<file path="config.mk">
export PLATFORM = sky130hd
export DESIGN_NAME = addr_sram_fifo_ctrl_flat
export DESIGN_NICKNAME = d
export VERILOG_FILES = /design/src/rtl/addr_sram_fifo_ctrl_if.sv /design/src/rtl/addr_sram_fifo_ctrl.sv /design/src/flat_wrapper.sv
export SDC_FILE = /design/constraint.sdc
export NUM_CORES = 1
export LEC_CHECK = 0
export ABC_AREA = 1
export CORE_AREA = 4 4 122 66
export DETAILED_ROUTE_END_ITERATION = 12
export DIE_AREA = 0 0 126 70
export PLACE_DENSITY = 0.83
export SYNTH_ARGS = -nofsm -noshare
export SYNTH_HDL_FRONTEND = slang
export SYNTH_SLANG_ARGS = --single-unit
</file>
<file path="constraint.sdc">
create_clock -name clock -period 2.5 [get_ports clock]
set_input_delay 0.5 -clock clock [delete_from_list [all_inputs] [get_ports clock]]
set_output_delay 0.5 -clock clock [all_outputs]
set_load 0.1 [all_outputs]
</file>
<file path="src/rtl/addr_sram_fifo_ctrl_if.sv">
// Ready/valid handshake bundle between the address producer, the FIFO controller and the consumer.
interface addr_sram_fifo_ctrl_if #(
  parameter int unsigned DATA_W = 17,
  parameter int unsigned ADDR_W = 3
);
  logic              enq_valid;
  logic              enq_ready;
  logic [DATA_W-1:0] enq_data;
  logic              deq_valid;
  logic              deq_ready;
  logic [DATA_W-1:0] deq_data;
  logic [ADDR_W:0]   count;

  modport master (
    output enq_valid, enq_data, deq_ready,
    input  enq_ready, deq_valid, deq_data, count
  );

  modport slave (
    input  enq_valid, enq_data, deq_ready,
    output enq_ready, deq_valid, deq_data, count
  );
endinterface

</file>
<file path="src/rtl/addr_sram_fifo_ctrl.sv">
// FIFO controller around a 1W1R registered-read SRAM, hiding read latency with a 2-entry skid.
// Optional macro ADDR_FIFO_BYPASS_EN lets an enqueue into an empty FIFO skip the SRAM.
module addr_sram_fifo_ctrl #(
  parameter int unsigned DATA_W = 17,
  parameter int unsigned ADDR_W = 3
) (
  input  logic                  clock,
  input  logic                  reset_n,
  input  logic                  flush,
  addr_sram_fifo_ctrl_if.slave  fifo,
  output logic [ADDR_W-1:0]     W0_addr,
  output logic                  W0_en,
  output logic [DATA_W-1:0]     W0_data,
  output logic [ADDR_W-1:0]     R0_addr,
  output logic                  R0_en,
  input  logic [DATA_W-1:0]     R0_data
);

  logic              ready_q;
  logic [ADDR_W-1:0] wr_ptr_q, wr_ptr_d, rd_ptr_q, rd_ptr_d;
  logic [ADDR_W:0]   ram_cnt_q, ram_cnt_d;
  logic              inflight_q, inflight_d;
  logic [1:0]        occ_q, occ_d;
  logic              head_q, head_d;
  logic [DATA_W-1:0] skid_q [2];

  logic              enq_ready, enq_fire, deq_valid, deq_fire;
  logic              bypass, to_ram, rd_en, push;
  logic [DATA_W-1:0] push_data;
  logic [2:0]        pipe_occ;

  always_comb begin
    // ram_cnt never exceeds DEPTH, so its MSB alone flags a full RAM
    enq_ready = ready_q & ~ram_cnt_q[ADDR_W] & ~flush;
    enq_fire  = fifo.enq_valid & enq_ready;
    deq_valid = (occ_q != 2'd0);
    deq_fire  = deq_valid & fifo.deq_ready & ~flush;
    pipe_occ  = {1'b0, occ_q} + {2'b00, inflight_q};
    rd_en     = (ram_cnt_q != '0) & ~flush &
                ((pipe_occ < 3'd2) | ((pipe_occ == 3'd2) & deq_fire));
`ifdef ADDR_FIFO_BYPASS_EN
    bypass    = (ram_cnt_q == '0) & ~inflight_q & ((occ_q < 2'd2) | deq_fire);
`else
    bypass    = 1'b0;
`endif
    to_ram    = enq_fire & ~bypass;
    // Bypass requires an empty read pipe, so the two push sources never coincide
    push      = (inflight_q & ~flush) | (enq_fire & bypass);
    push_data = inflight_q ? R0_data : fifo.enq_data;

    wr_ptr_d   = to_ram ? wr_ptr_q + ADDR_W'(1) : wr_ptr_q;
    rd_ptr_d   = rd_en ? rd_ptr_q + ADDR_W'(1) : rd_ptr_q;
    ram_cnt_d  = ram_cnt_q + (ADDR_W+1)'(to_ram) - (ADDR_W+1)'(rd_en);
    inflight_d = rd_en;
    occ_d      = occ_q + 2'(push) - 2'(deq_fire);
    head_d     = head_q ^ deq_fire;

    if (flush) begin
      wr_ptr_d   = '0;
      rd_ptr_d   = '0;
      ram_cnt_d  = '0;
      inflight_d = 1'b0;
      occ_d      = 2'd0;
      head_d     = 1'b0;
    end
  end

  always_ff @(posedge clock or negedge reset_n) begin
    if (!reset_n) begin
      ready_q    <= 1'b0;
      wr_ptr_q   <= '0;
      rd_ptr_q   <= '0;
      ram_cnt_q  <= '0;
      inflight_q <= 1'b0;
      occ_q      <= 2'd0;
      head_q     <= 1'b0;
      skid_q[0]  <= '0;
      skid_q[1]  <= '0;
    end else begin
      ready_q    <= 1'b1;
      wr_ptr_q   <= wr_ptr_d;
      rd_ptr_q   <= rd_ptr_d;
      ram_cnt_q  <= ram_cnt_d;
      inflight_q <= inflight_d;
      occ_q      <= occ_d;
      head_q     <= head_d;
      // Tail slot is head+occ; occ is at most 1 whenever a push happens
      if (push) skid_q[head_q ^ occ_q[0]] <= push_data;
    end
  end

  assign fifo.enq_ready = enq_ready;
  assign fifo.deq_valid = deq_valid;
  assign fifo.deq_data  = skid_q[head_q];
  assign fifo.count     = ram_cnt_q + (ADDR_W+1)'(inflight_q) + (ADDR_W+1)'(occ_q);

  assign W0_en   = to_ram;
  assign W0_addr = wr_ptr_q;
  assign W0_data = fifo.enq_data;
  assign R0_en   = rd_en;
  assign R0_addr = rd_ptr_q;

endmodule

</file>
<file path="src/flat_wrapper.sv">
// flat-port wrapper written by rule: the top's interface ports become plain ports
module addr_sram_fifo_ctrl_flat 
#(
  parameter int unsigned DATA_W = 17,
  parameter int unsigned ADDR_W = 3
)
  (clock, reset_n, flush, W0_addr, W0_en, W0_data, R0_addr, R0_en, R0_data, fifo_enq_valid, fifo_enq_data, fifo_deq_ready, fifo_enq_ready, fifo_deq_valid, fifo_deq_data, fifo_count);
  addr_sram_fifo_ctrl_if #(.DATA_W(DATA_W), .ADDR_W(ADDR_W)) fifo_i ();
  input  logic clock;
  input  logic reset_n;
  input  logic flush;
  output logic [ADDR_W-1:0] W0_addr;
  output logic W0_en;
  output logic [DATA_W-1:0] W0_data;
  output logic [ADDR_W-1:0] R0_addr;
  output logic R0_en;
  input  logic [DATA_W-1:0] R0_data;
  input wire logic [$bits(fifo_i.enq_valid)-1:0] fifo_enq_valid;
  input wire logic [$bits(fifo_i.enq_data)-1:0] fifo_enq_data;
  input wire logic [$bits(fifo_i.deq_ready)-1:0] fifo_deq_ready;
  output wire logic [$bits(fifo_i.enq_ready)-1:0] fifo_enq_ready;
  output wire logic [$bits(fifo_i.deq_valid)-1:0] fifo_deq_valid;
  output wire logic [$bits(fifo_i.deq_data)-1:0] fifo_deq_data;
  output wire logic [$bits(fifo_i.count)-1:0] fifo_count;
  assign fifo_i.enq_valid = fifo_enq_valid;
  assign fifo_i.enq_data = fifo_enq_data;
  assign fifo_i.deq_ready = fifo_deq_ready;
  assign fifo_enq_ready = fifo_i.enq_ready;
  assign fifo_deq_valid = fifo_i.deq_valid;
  assign fifo_deq_data = fifo_i.deq_data;
  assign fifo_count = fifo_i.count;
  addr_sram_fifo_ctrl #(.DATA_W(DATA_W), .ADDR_W(ADDR_W)) u_core (.clock(clock), .reset_n(reset_n), .flush(flush), .fifo(fifo_i), .W0_addr(W0_addr), .W0_en(W0_en), .W0_data(W0_data), .R0_addr(R0_addr), .R0_en(R0_en), .R0_data(R0_data));
endmodule
</file>
==> results of run 1 <==
[per-layer routing]
metal	wire, µm	up-vias
li1	-	1269
met5	0	-
met2	3420	82
met3	474	8
met1	3550	1194
met4	93	0
[cells in the final DEF (no fill, tap or decap), types with 7 or more instances in the layout]
cell type,synthesis,routed
sky130_fd_sc_hd__nand2_1,116,113
sky130_fd_sc_hd__inv_1,57,49
sky130_fd_sc_hd__dfrtp_1,49,49
sky130_fd_sc_hd__buf_12,0,42
sky130_fd_sc_hd__clkdlybuf4s50_1,0,37
sky130_fd_sc_hd__buf_4,21,30
sky130_fd_sc_hd__o21ai_2,13,25
sky130_fd_sc_hd__o21ai_0,30,17
sky130_fd_sc_hd__o21ai_1,12,13
sky130_fd_sc_hd__nor2_1,12,10
sky130_fd_sc_hd__nand3_1,8,8
sky130_fd_sc_hd__ha_1,13,8
sky130_fd_sc_hd__inv_2,1,7
[final cells by class]
cell class | instances | area, µm² | share of cell area (%)
timing repair buffer | 111 | 1450 | 31.7
multi-input combinational | 225 | 1380 | 30.2
clock inverter | 1 | 30.0 | 0.656
clock buffer | 7 | 143 | 3.11
tap | 96 | 120 | 2.62
inverter | 58 | 225 | 4.92
sequential | 49 | 1230 | 26.8
[sequential cells by signal, indices dropped and copies added, names as in the netlist]
name	count
u_core.R0_addr	3
u_core.W0_addr	3
u_core.head_q	1
u_core.inflight_q	1
u_core.occ_q	2
u_core.ram_cnt_q	4
u_core.ready_q	1
u_core.skid_q	34
[per-stage QoR]
step	instance area [µm²]	hold WS [ps]	setup slack, ps	setup TNS, ps
6_report	4580	193	-7.62	-7.62
2_1_floorplan	3070	204	-621	-4360
3_5_place_dp	4330	504	-170	-446
5_1_grt	4580	232	-91.6	-206
3_3_place_gp	4330	495	-88.7	-136
4_1_cts	4510	205	1.64	0
[kinds of logic (layout without fill, tap and decap cells)]
| kind of cell | count (synthesis) | in the layout | synth area share, % |
|---|---|---|---|
| XOR/XNOR | 6 | 6 | 2.07 |
| AO/OA/AOI/OAI | 62 | 62 | 12.4 |
| buffers and inverters | 92 | 177 | 16.3 |
| adder cells (fa/ha/maj) | 16 | 16 | 7.68 |
| AND/OR/NAND/NOR | 140 | 140 | 19.2 |
| other | 1 | 1 | 0.129 |
| flip-flops | 49 | 49 | 42.3 |
[what timing repair did]
item | in CTS | in global routing
endpoints found under the setup margin | 3 | 7
buffers inserted | 0 | 5
pin swaps | 0 | 10
resized for setup | 3 | 10
[worst reg2reg max path: stages, from the launching register on]
cell and delay, ps:
sky130_fd_sc_hd__dfrtp_1 400, sky130_fd_sc_hd__ha_2 210, sky130_fd_sc_hd__inv_2 50, sky130_fd_sc_hd__ha_4 220, sky130_fd_sc_hd__nand2_2 50, sky130_fd_sc_hd__nor2_1 40
sky130_fd_sc_hd__nand2_1 70, sky130_fd_sc_hd__nand2_2 80, sky130_fd_sc_hd__nand2_4 90, sky130_fd_sc_hd__clkinvlp_4 110, sky130_fd_sc_hd__ha_4 270, sky130_fd_sc_hd__inv_2 40
sky130_fd_sc_hd__ha_4 160, sky130_fd_sc_hd__fa_2 530, sky130_fd_sc_hd__inv_2 30, sky130_fd_sc_hd__nor2_1 80
[worst paths after layout]
check	startpoint	end	slack, ps	depth (start not counted)
worst max-delay path	u_core.inflight_q	u_core.ram_cnt_q[1]	-8	15
worst min-delay path	reset_n	u_core.skid_q[19]	190	1
worst max register to register	u_core.inflight_q	u_core.ram_cnt_q[1]	-8	15
worst min register to register	u_core.skid_q[18]	u_core.skid_q[18]	520	2
max in group asynchronous	reset_n	u_core.ram_cnt_q[2]	1570	2
min in group clock	u_core.skid_q[18]	u_core.skid_q[18]	520	2
==> out/summary.txt, run 1 <==
==========================================================================================
Result of the run                                                             complete, but fails checks
Failing checks                                                                negative setup slack
Root buffer cell                                                              sky130_fd_sc_hd__clkbuf_16
Top-count cell post-synth                                                     sky130_fd_sc_hd__nand2_1
Cell with the biggest individual delay on the critical path                   sky130_fd_sc_hd__fa_2
Buffer and inverter count on the worst path                                              4
Synth unique cells                                                                      25
Placed Cells incl. Taps                                                                534
Placer's final routability congestion estimate                                       0.871
Post-route worst setup slack                                                      -7.62 ps
Total die area                                                                 0.00882 mm²
DR vias                                                                              2,553
Leading post-synthesis cells by cell area                                     sky130_fd_sc_hd__dfrtp_1 (42%), sky130_fd_sc_hd__nand2_1 (15%), sky130_fd_sc_hd__inv_1 (7.4%), sky130_fd_sc_hd__ha_1 (5.6%), sky130_fd_sc_hd__buf_4 (5.4%)
Area grow syn2layout                                                                 57.8%
Total Nets Final                                                                       505
Final global-route overflow total                                                        0
Post-Syn Nets                                                                          421
Min Tclk post-route                                                                2510 ps
Fraction of final layout cells with drive strength greater than 1                    30.2%
Top achievable clock speed                                                         399 MHz
Clock edge transition at the registers on the reported setup and hold paths          60 ps
Routing usage on met1                                                                24.5%
Kind of launch point of the worst setup path                                      register
Remaining number of nets flagged by the antenna check after routing                      0
Later-pin clock latency in the skew report                                          280 ps
Number of hold-slack violations in the final timing report                               0
Antenna violations before repair                                                         0
Share of synthesized area occupied by flip-flops and latches                         42.3%
Fin Clk Skew                                                                       3.86 ps
Setup repair after global routing missed its margin                                    yes
Final clock period utilization by the worst path                                      100%
Fraction of registers with async set/reset                                            100%
Routed length per instance                                                         13.8 µm
Antenna diodes                                                                           0
Pin count of the biggest net entering global routing                                    35
Global-route met3 utilization                                                        5.04%
Main flop type after synthesis                                                sky130_fd_sc_hd__dfrtp_1
Commonest cells post-synth                                                    sky130_fd_sc_hd__nand2_1 (116), sky130_fd_sc_hd__inv_1 (57), sky130_fd_sc_hd__dfrtp_1 (49)
Post-Syn Instances                                                                     366
Top-level I/O count                                                                     87
Slew @ Worst Pin                                                                    515 ps
Data arrival at the endpoint of the critical path                                  2720 ps
Wire length of the first global-routing pass                                     12,900 µm
Library cell occupying the most area in the post-synthesis netlist            sky130_fd_sc_hd__dfrtp_1
Headroom to the max-slew limit                                                       65.7%
Total Routed Length                                                                7540 µm
Die X                                                                               126 µm
Worst Path Required                                                                2710 ps
M2 GR Usage                                                                          28.0%
Critical path type                                                            register to register
Share of Yosys cell area claimed by the top area cell type                           42.3%
Number of synthesized flops with an enable pin                                           0
CP delay by family, top                                                        adder cells
Number of port buffers                                                                  86
Initial standard-cell utilization of the core                                        41.2%
GRT Total Usage                                                                      17.9%
CP Capture Type                                                                   register
Clock tree from TritonCTS                                                             done
Chip Height                                                                          70 µm
Average footprint of a synthesized cell                                           7.93 µm²
Max Root-Sink Buffers                                                                    2
Via count of the first global-routing pass                                           2,586
Clk sinks                                                                               49
Number of DRC markers after the initial detailed-route iteration                       111
Peak fanout along the critical path                                                      2
GRT Max-Usage Layer                                                                   met2
Core region area                                                               0.00705 mm²
Final max-slew violation count                                                           0
Cts hold-fix bufs                                                                        0
Inserted Clock Buffers                                                                   5
Class of the tightest hold or removal check                                   input pin to async pin
Number of standard cells in the final layout excluding fillers                         547
Count of standard-cell rows                                                             22
Final Setup Violations                                                                   1
Delay of the slowest critical-path stage                                            530 ps
Netlist area before placement                                                  0.00290 mm²
Flip-flop and latch count after synthesis                                               49
Yosys warning total                                                                      0
Pre-antenna DRT Iters                                                                    4
# DRC                                                                                    0
Number of filler instances in the final layout                                         594
Number of vias per cell after detailed routing                                        4.67
Post-DP HPWL                                                                       5900 µm
Critical path cell sequence                                                   ha_2 > inv_2 > ha_4 > nand2_2 > nor2_1 > nand2_1 > nand2_2 > nand2_4 > clkinvlp_4 > ha_4 > inv_2 > ha_4 > fa_2 > inv_2 > nor2_1
Finished Core Util                                                                   65.0%
H-Tree Level Count                                                                       2
Max-cap check violation count                                                            0
==========================================================================================
Power of run 1 is left out: the tool's default activity adds up to more than one toggle a clock period on the data nets, which glitch-free logic cannot reach.
==> run 2: changes to the inputs <==
--- a/config.mk
+++ b/config.mk
@@ -6,10 +6,11 @@
 export NUM_CORES = 1
 export LEC_CHECK = 0
 export ABC_AREA = 1
-export CORE_AREA = 4 4 122 66
+export CORE_AREA = 4 4 113 61
 export DETAILED_ROUTE_END_ITERATION = 12
-export DIE_AREA = 0 0 126 70
-export PLACE_DENSITY = 0.83
+export DIE_AREA = 0 0 117 65
+export PLACE_DENSITY = 0.91
+export SLEW_MARGIN = 30
 export SYNTH_ARGS = -nofsm -noshare
 export SYNTH_HDL_FRONTEND = slang
 export SYNTH_SLANG_ARGS = --single-unit
==> constraint.sdc (replaced) <==
create_clock -name clock -period 2.9 [get_ports clock]
set_input_delay 0.58 -clock clock [delete_from_list [all_inputs] [get_ports clock]]
set_output_delay 0.58 -clock clock [all_outputs]
set_load 0.1 [all_outputs]
==> out/summary.txt, run 2 (synthesis results as in run 1) <==
==========================================================================================
Result of the run                                                             finished, final reports clean
Kind of launch point of the worst setup path                                      register
Root buffer cell                                                              sky130_fd_sc_hd__clkbuf_16
Number of hold-slack violations in the final timing report                               0   unchanged
Chip Height                                                                          65 µm   -7.1%
Worst Path Required                                                                2320 ps   -390 ps
Post-DP HPWL                                                                       5350 µm   -9.4%
Sum of met3 wire segment lengths after detailed routing                             638 µm   +35%
Slew @ Worst Pin                                                                    596 ps   +81.1 ps
Clk sinks                                                                               49   unchanged
GRT Total Usage                                                                      19.6%   +1.8 points
Number of DRC markers after the initial detailed-route iteration                        84   -24%
Wire length of the first global-routing pass                                     11,600 µm   -9.9%
Register with the most flip-flops                                             u_core.skid_q
Via count of the first global-routing pass                                           2,549   -1.4%
Min Tclk post-route                                                                2770 ps
Total Nets Final                                                                       489   -3.2%
Delay of the slowest critical-path stage                                            390 ps   -140 ps
Registers with the highest flip-flop counts                                   u_core.skid_q x34, u_core.ram_cnt_q x4
Flip-flop count of the largest register, all copies and words added                     34   unchanged
Hold WS                                                                             287 ps   +94.9 ps
Final Setup Violations                                                                   0   -1
Critical path type                                                            register to output pin
Initial standard-cell utilization of the core                                        49.1%   +8.0 points
Total Routed Length                                                                6970 µm   -7.6%
Total die area                                                                 0.00761 mm²   -14%
CTS-repair resized insts                                                                 0   -3
Data arrival at the endpoint of the critical path                                  2190 ps   -530 ps
Commonest non-fill, non-tap cells in the layout                               sky130_fd_sc_hd__nand2_1 (114), sky130_fd_sc_hd__inv_1 (55), sky130_fd_sc_hd__dfrtp_1 (49), sky130_fd_sc_hd__clkdlybuf4s50_1 (37), sky130_fd_sc_hd__buf_4 (33)
Clock edge transition at the registers on the reported setup and hold paths          60 ps   about the same
Remaining number of nets flagged by the antenna check after routing                      0   unchanged
Total cell area at the placement stage                                         0.00394 mm²   -9.0%
Number of vias per cell after detailed routing                                        4.90   +4.9%
Top-level I/O count                                                                     87   unchanged
Routed length per instance                                                         13.7 µm   -0.90%
Class of the tightest hold or removal check                                   input pin to async pin
Final max-slew violation count                                                           0   unchanged
Fin Clk Skew                                                                       4.95 ps   +1.08 ps
Later-pin clock latency in the skew report                                          290 ps   about the same
Most common cell after layout, fill and taps aside                            sky130_fd_sc_hd__nand2_1
Area grow syn2layout                                                                 40.1%
Placer's final routability congestion estimate                                       0.812   -6.7%
Buffer and inverter count on the worst path                                              4   unchanged
Top achievable clock speed                                                         361 MHz
Inserted Clock Buffers                                                                   5   unchanged
Max Root-Sink Buffers                                                                    2   unchanged
Count of standard-cell rows                                                             20   -9.1%
Headroom to the max-slew limit                                                       60.2%   -5.4 points
Cell with the biggest individual delay on the critical path                   sky130_fd_sc_hd__fa_1
Peak fanout along the critical path                                                     18   +16
Pin count of the biggest net entering global routing                                    35   unchanged
Critical path cell sequence                                                   buf_4 > inv_2 > fa_1 > inv_1 > a21oi_1 > nor2_1 > xor2_4 > buf_12
CP delay by family, top                                                       buffers and inverters
Post-layout instance area                                                      0.00407 mm²   -11%
Die X                                                                               117 µm   -7.1%
H-Tree Level Count                                                                       2   unchanged
Metal-1 WL                                                                         3100 µm   -12%
Antenna violations before repair                                                         0   unchanged
Final global-route overflow total                                                        0   unchanged
Highest metal layer used by the detailed router                                       met4
Antenna diodes                                                                           0   unchanged
Fraction of final layout cells with drive strength greater than 1                    21.2%   -8.9 points
Final clock period utilization by the worst path                                     95.6%
# DRC                                                                                    0   unchanged
Wire length on met2                                                                3130 µm   -8.6%
CP Capture Type                                                                 output pin
DR vias                                                                              2,497   -2.2%
Setup repair after global routing missed its margin                                     no
Finished Core Util                                                                   68.9%   +3.9 points
Post-CTS setup buffers                                                                   0   unchanged
Clock tree from TritonCTS                                                             done
Pre-antenna DRT Iters                                                                    4   unchanged
Max-cap check violation count                                                            0   unchanged
Number of port buffers                                                                  86   unchanged
Core region area                                                               0.00591 mm²   -16%
Cts hold-fix bufs                                                                        0   unchanged
==========================================================================================
run 2: worst paths after layout:
kind	to	slack [ps]	startpoint	depth (start not counted)
max	fifo_count[3]	130	u_core.inflight_q	8
min	u_core.ram_cnt_q[0]	290	reset_n	1
max reg2reg	u_core.ram_cnt_q[1]	260	u_core.occ_q[0]	15
min reg2reg	u_core.skid_q[33]	520	u_core.skid_q[33]	2
max in group asynchronous	u_core.W0_addr[2]	1860	reset_n	2
min in group clock	u_core.skid_q[33]	520	u_core.skid_q[33]	2
run 2: layout make-up:
type                    instances  area (µm²)
flip-flops and latches         49        1230
well taps                      77        96.3
clock buffers                   5         125
clock inverters                 1        5.00
repair buffers                 95        1100
inverters                      58         221
fillers                       439        1840
multi-input cells             225        1290
run 2: per-layer routing:
metal	global-route usage (%)	vias to the layer above
met4	5.72	0
met1	26.1	1145
met5	0	-
li1	-	1237
met2	32.2	105
met3	4.38	10
run 2: per-stage QoR:
step | instances | setup slack (ps) | setup TNS, ps
floorplan | 366 | -504 | -3580
global placement | 504 | 148 | 0
detailed placement | 504 | 56.4 | 0
CTS | 510 | 111 | 0
global route | 510 | 34.3 | 0
finish | 510 | 127 | 0
Power of run 2 is left out for the same reason.
